`config.mk`:
```
export PLATFORM = sky130hd
export DESIGN_NAME = pcpi_issue
export DESIGN_NICKNAME = d
export VERILOG_FILES = /design/src/rtl/pcpi_pkg.sv /design/src/rtl/pcpi_timer.sv /design/src/rtl/pcpi_issue.sv
export SDC_FILE = /design/constraint.sdc
export NUM_CORES = 1
export LEC_CHECK = 0
export ABC_AREA = 1
export CAP_MARGIN = 20
export CORE_ASPECT_RATIO = 0.6
export CORE_MARGIN = 2
export CORE_UTILIZATION = 40
export CTS_CLUSTER_DIAMETER = 60
export DETAILED_ROUTE_END_ITERATION = 16
export PLACE_DENSITY = 0.88
export SLEW_MARGIN = 20
export SYNTH_ARGS = -nofsm -noshare
export SYNTH_HDL_FRONTEND = slang
export SYNTH_HIERARCHICAL = 1
export SYNTH_SLANG_ARGS = --single-unit
```
`constraint.sdc`:
```
create_clock -name clk -period 1.5 [get_ports clk]
set_input_delay 0.3 -clock clk [delete_from_list [all_inputs] [get_ports clk]]
set_output_delay 0.3 -clock clk [all_outputs]
set_load 0.005 [all_outputs]
```
`src/rtl/pcpi_pkg.sv`:
```
// Shared types and constants for the PCPI issue block: FSM states, opcode fields and
// the default timeout.
package pcpi_pkg;

  typedef enum logic [1:0] {
    StIdle  = 2'd0,
    StIssue = 2'd1,
    StResp  = 2'd2
  } pcpi_state_e;

  localparam logic [6:0] OpcodeOp     = 7'b0110011;
  localparam logic [6:0] Funct7Muldiv = 7'b0000001;

  localparam int unsigned TimeoutDefault = 16;

  function automatic logic is_muldiv(logic [31:0] insn);
    return (insn[6:0] == OpcodeOp) && (insn[31:25] == Funct7Muldiv);
  endfunction

endpackage

```
`src/rtl/pcpi_timer.sv`:
```
// Saturating 8-bit idle counter for a PCPI request; expired_o flags the last allowed
// non-waiting cycle.
module pcpi_timer #(
  parameter int unsigned Timeout = 16
) (
  input  logic clk_i,
  input  logic reset_i,
  input  logic clear_i,
  input  logic enable_i,
  input  logic wait_i,
  output logic expired_o
);

  localparam logic [7:0] Limit = 8'(Timeout - 1);

  logic [7:0] cnt_d, cnt_q;

  always_comb begin
    cnt_d = cnt_q;
    if (clear_i) begin
      cnt_d = '0;
    end else if (enable_i) begin
      if (wait_i) begin
        cnt_d = '0;
      end else if (cnt_q != 8'hFF) begin
        cnt_d = cnt_q + 8'd1;
      end
    end
  end

  always_ff @(posedge clk_i) begin
    if (reset_i) begin
      cnt_q <= '0;
    end else begin
      cnt_q <= cnt_d;
    end
  end

  assign expired_o = enable_i && !wait_i && (cnt_q == Limit);

endmodule

```
`src/rtl/pcpi_issue.sv`:
```
// Issues one core instruction to PCPI co-processors and returns the response.
// Define PCPI_TIMEOUT_EN to flag unclaimed instructions as illegal after a timeout.
module pcpi_issue
  import pcpi_pkg::*;
#(
  parameter int unsigned TIMEOUT_CYCLES = TimeoutDefault
) (
  input  logic        clk,
  input  logic        reset,
  input  logic        req_valid,
  output logic        req_ready,
  input  logic [31:0] req_insn,
  input  logic [31:0] req_rs1,
  input  logic [31:0] req_rs2,
  output logic        rsp_valid,
  input  logic        rsp_ready,
  output logic        rsp_wr,
  output logic [31:0] rsp_rd,
  output logic        rsp_illegal,
  output logic        pcpi_valid,
  output logic [31:0] pcpi_insn,
  output logic [31:0] pcpi_rs1,
  output logic [31:0] pcpi_rs2,
  input  logic        pcpi_wr,
  input  logic [31:0] pcpi_rd,
  input  logic        pcpi_wait,
  input  logic        pcpi_ready
);

  pcpi_state_e state_d, state_q;
  logic        timeout_hit;

  logic [31:0] insn_q, rs1_q, rs2_q;
  logic        rsp_wr_q;
  logic [31:0] rsp_rd_q;

`ifdef PCPI_TIMEOUT_EN
  logic rsp_illegal_q;

  pcpi_timer #(
    .Timeout (TIMEOUT_CYCLES)
  ) u_timer (
    .clk_i     (clk),
    .reset_i   (reset),
    .clear_i   (state_q != StIssue),
    .enable_i  (state_q == StIssue),
    .wait_i    (pcpi_wait),
    .expired_o (timeout_hit)
  );

  always_ff @(posedge clk) begin
    if (reset) begin
      rsp_illegal_q <= 1'b0;
    end else if (state_q == StIssue) begin
      if (pcpi_ready) begin
        rsp_illegal_q <= 1'b0;
      end else if (timeout_hit) begin
        rsp_illegal_q <= 1'b1;
      end
    end
  end

  assign rsp_illegal = rsp_illegal_q;
`else
  localparam int unsigned unused_timeout = TIMEOUT_CYCLES;
  logic unused_wait;

  assign unused_wait = pcpi_wait;
  assign timeout_hit = 1'b0;
  assign rsp_illegal = 1'b0;
`endif

  always_comb begin
    state_d = state_q;
    unique case (state_q)
      StIdle:  if (req_valid) state_d = StIssue;
      StIssue: if (pcpi_ready || timeout_hit) state_d = StResp;
      StResp:  if (rsp_ready) state_d = StIdle;
      default: state_d = StIdle;
    endcase
  end

  always_ff @(posedge clk) begin
    if (reset) begin
      state_q <= StIdle;
    end else begin
      state_q <= state_d;
    end
  end

  // Operands are held from acceptance until the next accepted request.
  always_ff @(posedge clk) begin
    if (reset) begin
      insn_q <= '0;
      rs1_q  <= '0;
      rs2_q  <= '0;
    end else if ((state_q == StIdle) && req_valid) begin
      insn_q <= req_insn;
      rs1_q  <= req_rs1;
      rs2_q  <= req_rs2;
    end
  end

  // A claimed result wins over a timeout in the same cycle.
  always_ff @(posedge clk) begin
    if (reset) begin
      rsp_wr_q <= 1'b0;
      rsp_rd_q <= '0;
    end else if (state_q == StIssue) begin
      if (pcpi_ready) begin
        rsp_wr_q <= pcpi_wr;
        rsp_rd_q <= pcpi_rd;
      end else if (timeout_hit) begin
        rsp_wr_q <= 1'b0;
        rsp_rd_q <= '0;
      end
    end
  end

  assign req_ready  = (state_q == StIdle);
  assign pcpi_valid = (state_q == StIssue);
  assign rsp_valid  = (state_q == StResp);
  assign pcpi_insn  = insn_q;
  assign pcpi_rs1   = rs1_q;
  assign pcpi_rs2   = rs2_q;
  assign rsp_wr     = rsp_wr_q;
  assign rsp_rd     = rsp_rd_q;

endmodule

```
==> metrics.md <==
| Metric | Value |
|---|---|
| Number of antenna cells inserted | 0 |
| Most frequent cells in the layout | sky130_fd_sc_hd__nand2_1 (165), sky130_fd_sc_hd__nor2_1 (162), sky130_fd_sc_hd__inv_1 (133) |
| Height of the die | ~96 µm |
| Hold/Removal Path Class | in2reg |
| RSZ-0062 raised after global routing | false |
| Growth of design area from synthesis to finish | 59.7% |
| Count of unique library cells instantiated by Yosys | 12 |
| Crit Path Max Fanout | 3 |
| Highest ir drop seen on vdd | a little under 700 µV |
| Sequential-to-total area share from yosys stat | a little under half |
| Total area of multi-input combinational cells | approximately 2200 µm² |
| Die outline area | between 15,000 and 20,000 µm² |
| Max-Cap Viols | 0 |
| Vias after detailed routing | about 5,800 |
| Synth Register Bits | 131 |
| Setup Slack @ Placement | -0.000856 ns |
| Net load switching power | roughly 2.6 mW |
| Floorplan core area | roughly 14,000 µm² |
| Vias in the first global route | about 5,200 |
| Nature of the critical path endpoint | output port |
| Proportion of total power due to net switching | between 20% and 30% |
| Final Skew | about 0.014 ns |
| Ports | approximately 270 |
| Number of clock sinks | 131 |
| Hpwl dp | between 10,000 and 15,000 µm |
| Wire length of the first global-routing pass | 25,100 µm |
| Clock tree from TritonCTS | done |
| # fillers | ~1,300 |
| Outcome | complete, no violations |
| Clock period minus worst slack | around 1.4 ns |
| Leak Pwr | 4.83 nW |
| Register clock-pin slew on the reported worst setup and hold paths | 0.06 ns |
| Sequential share of power | 39.5% |
| DIE WIDTH | 157 µm |
| Clock tree root buffer cell | sky130_fd_sc_hd__clkbuf_16 |
| Violation count after the first detailed-routing iteration | approximately 300 |
| Insertion delay to the later sink of the worst-skew pair | about 0.40 ns |
| Data required time of the critical path | ~1.2 ns |
| Via-to-Cell Ratio | approximately 4.5 |
| H-tree depth | 4 |
| Number of clock buffers inserted by TritonCTS | 17 |
| Fraction of layout instances using a drive strength above 1 | 6.40% |
| Syn_area_per_cell | between 6 and 7 µm² |
| Number of port buffers | approximately 270 |
| Sequential cell area | between 2000 and 3000 µm² |
| Number of optimization iterations in the first detailed-route pass | 4 |
| Post-detailed-route count of antenna-violating nets | 0 |
| Commonest non-fill, non-tap cell in the layout | sky130_fd_sc_hd__nand2_1 |
| Initial antenna violation count | 0 |
| CP arrival | roughly 1.1 ns |
| Combinational share of power | between 10% and 20% |
| Power Density | approximately 1100 nW/µm² |
| Pin count of the biggest net entering global routing | 49 |
| Final worst slack | approximately 0.096 ns |
| Ys Warns | 6 |
| Area of the mapped netlist | ~5600 µm² |
| GRT Resource Usage Total | between 20% and 30% |
| Number of failing hold endpoints at the final stage | 0 |
| Final worst-path cycle share | 93.6% |
| GR Overflow Total | 0 |
| Maximum clock rate | about 700 MHz |
| Number of setup buffers added after CTS | 0 |
| Cells after Synth | between 800 and 900 |
| Final Slew Violations | 0 |
| Synthesized Nets | between 900 and 1,000 |
| Initial Util | around two fifths |
| Number of buffers on the longest clock path | 2 |
| Sum of negative setup slack | 0 ns |
| Worst setup SP type | register |
| Final net count | roughly 1,200 |
| Setup violation total in the final timing report | 0 |
| Cell Int Power | between 7 and 8 mW |
| Final WL | between 15,000 and 20,000 µm |
| Standard-cell row count | 33 |
| Part of the total power dissipated in the clock network | between 40% and 50% |
| Post-route DRC | 0 |
| Routed wire per std cell | 12.6 µm |
| Post-route worst hold slack | ~0.36 ns |
| Gpl congestion | roughly 0.77 |
| Critical path class | reg2out |
-- timing repair --
action | 4_1_cts | 5_1_grt
hold buffers | 0 | 0
endpoints found under the setup margin | 132 | 3
gates resized for setup | 148 | 6
pin swaps | 0 | 1
-- path summary, 6_finish.rpt --
kind / startpoint / endpoint / slack, ns / cells past startpoint
worst max-delay path: state_q[1] / rsp_valid / 0.1 / 3
worst min-delay path: req_valid / pcpi_rs2[14] / 0.36 / 3
worst max register to register: state_q[1] / pcpi_rs1[8] / 0.16 / 6
worst min register to register: pcpi_rs2[27] / pcpi_rs2[27] / 0.47 / 2
-- critical path: stages (launching register included) --
cell and delay (ns):
sky130_fd_sc_hd__dfxtp_4 0.37, sky130_fd_sc_hd__inv_1 0.08, sky130_fd_sc_hd__nor2_2 0.13, sky130_fd_sc_hd__buf_2 0.13
-- stage by stage --
step                      total power, mW  utilization, %  std cells  area [µm²]
after floorplan                      4.87               -        855        5650
after global placement               6.00            62.5       1269        8570
after detailed placement             6.06            62.5       1269        8570
after CTS                            10.0            65.9       1301        9030
after global routing                 10.4            65.8       1301        9020
final                                9.94            65.8       1301        9020
-- kinds of logic (layout without fill, tap and decap cells) --
group / after synthesis / in the layout / synth area share, %
AO/OA/AOI/OAI: 98 / 98 / 8.68
buffers and inverters: 198 / 452 / 14.3
flip-flops: 131 / 131 / 46.4
AND/OR/NAND/NOR: 427 / 427 / 30.6
other: 1 / 1 / 0.0664
-- power by group through the flow --
stage          logic, mW  clock network (mW)  registers (mW)
5_1_grt             2.07                4.41            3.96
6_report            1.85                4.17            3.92
3_5_place_dp        2.05                   0            4.01
4_1_cts             1.86                4.25            3.92
2_1_floorplan      0.848                   0            4.02
3_3_place_gp        2.01                   0            3.99
-- state kept, by name, summed over array words and instances, names as in the netlist --
name and cells:
pcpi_rs2 32, pcpi_rs1 32, rsp_rd 32, rsp_wr 1, state_q 2, pcpi_insn 32
-- area by class of cell --
cell class / count / share of cell area (%)
clock buffer: 19 / 5.02
clock inverter: 13 / 1.65
inverter: 134 / 5.60
multi-input combinational: 526 / 24.8
sequential: 131 / 29.2
tap: 192 / 2.66
timing repair buffer: 286 / 31.0
-- Yosys cell counts --
cell / count / area share, %
sky130_fd_sc_hd__a21oi_1: 98 / 8.7
sky130_fd_sc_hd__buf_1: 10 / 0.66
sky130_fd_sc_hd__buf_2: 29 / 2.6
sky130_fd_sc_hd__buf_4: 7 / 0.93
sky130_fd_sc_hd__clkbuf_1: 18 / 1.2
sky130_fd_sc_hd__conb_1: 1 / 0.066
sky130_fd_sc_hd__dfxtp_1: 131 / 46
sky130_fd_sc_hd__inv_1: 134 / 8.9
sky130_fd_sc_hd__nand2_1: 165 / 11
sky130_fd_sc_hd__nand3_1: 97 / 8.6
sky130_fd_sc_hd__nor2_1: 164 / 11
sky130_fd_sc_hd__nor2_2: 1 / 0.11
-- per-layer routing --
metal / GRT usage, % / share of wire [%] / up-vias
li1: - / - / 3075
met1: 23.5 / 42 / 2561
met2: 36.7 / 47 / 168
met3: 9.64 / 10 / 7
met4: 5.23 / 0.46 / 0
met5: 0 / 0 / -
No activity file was read; power rests on OpenSTA's default activity.
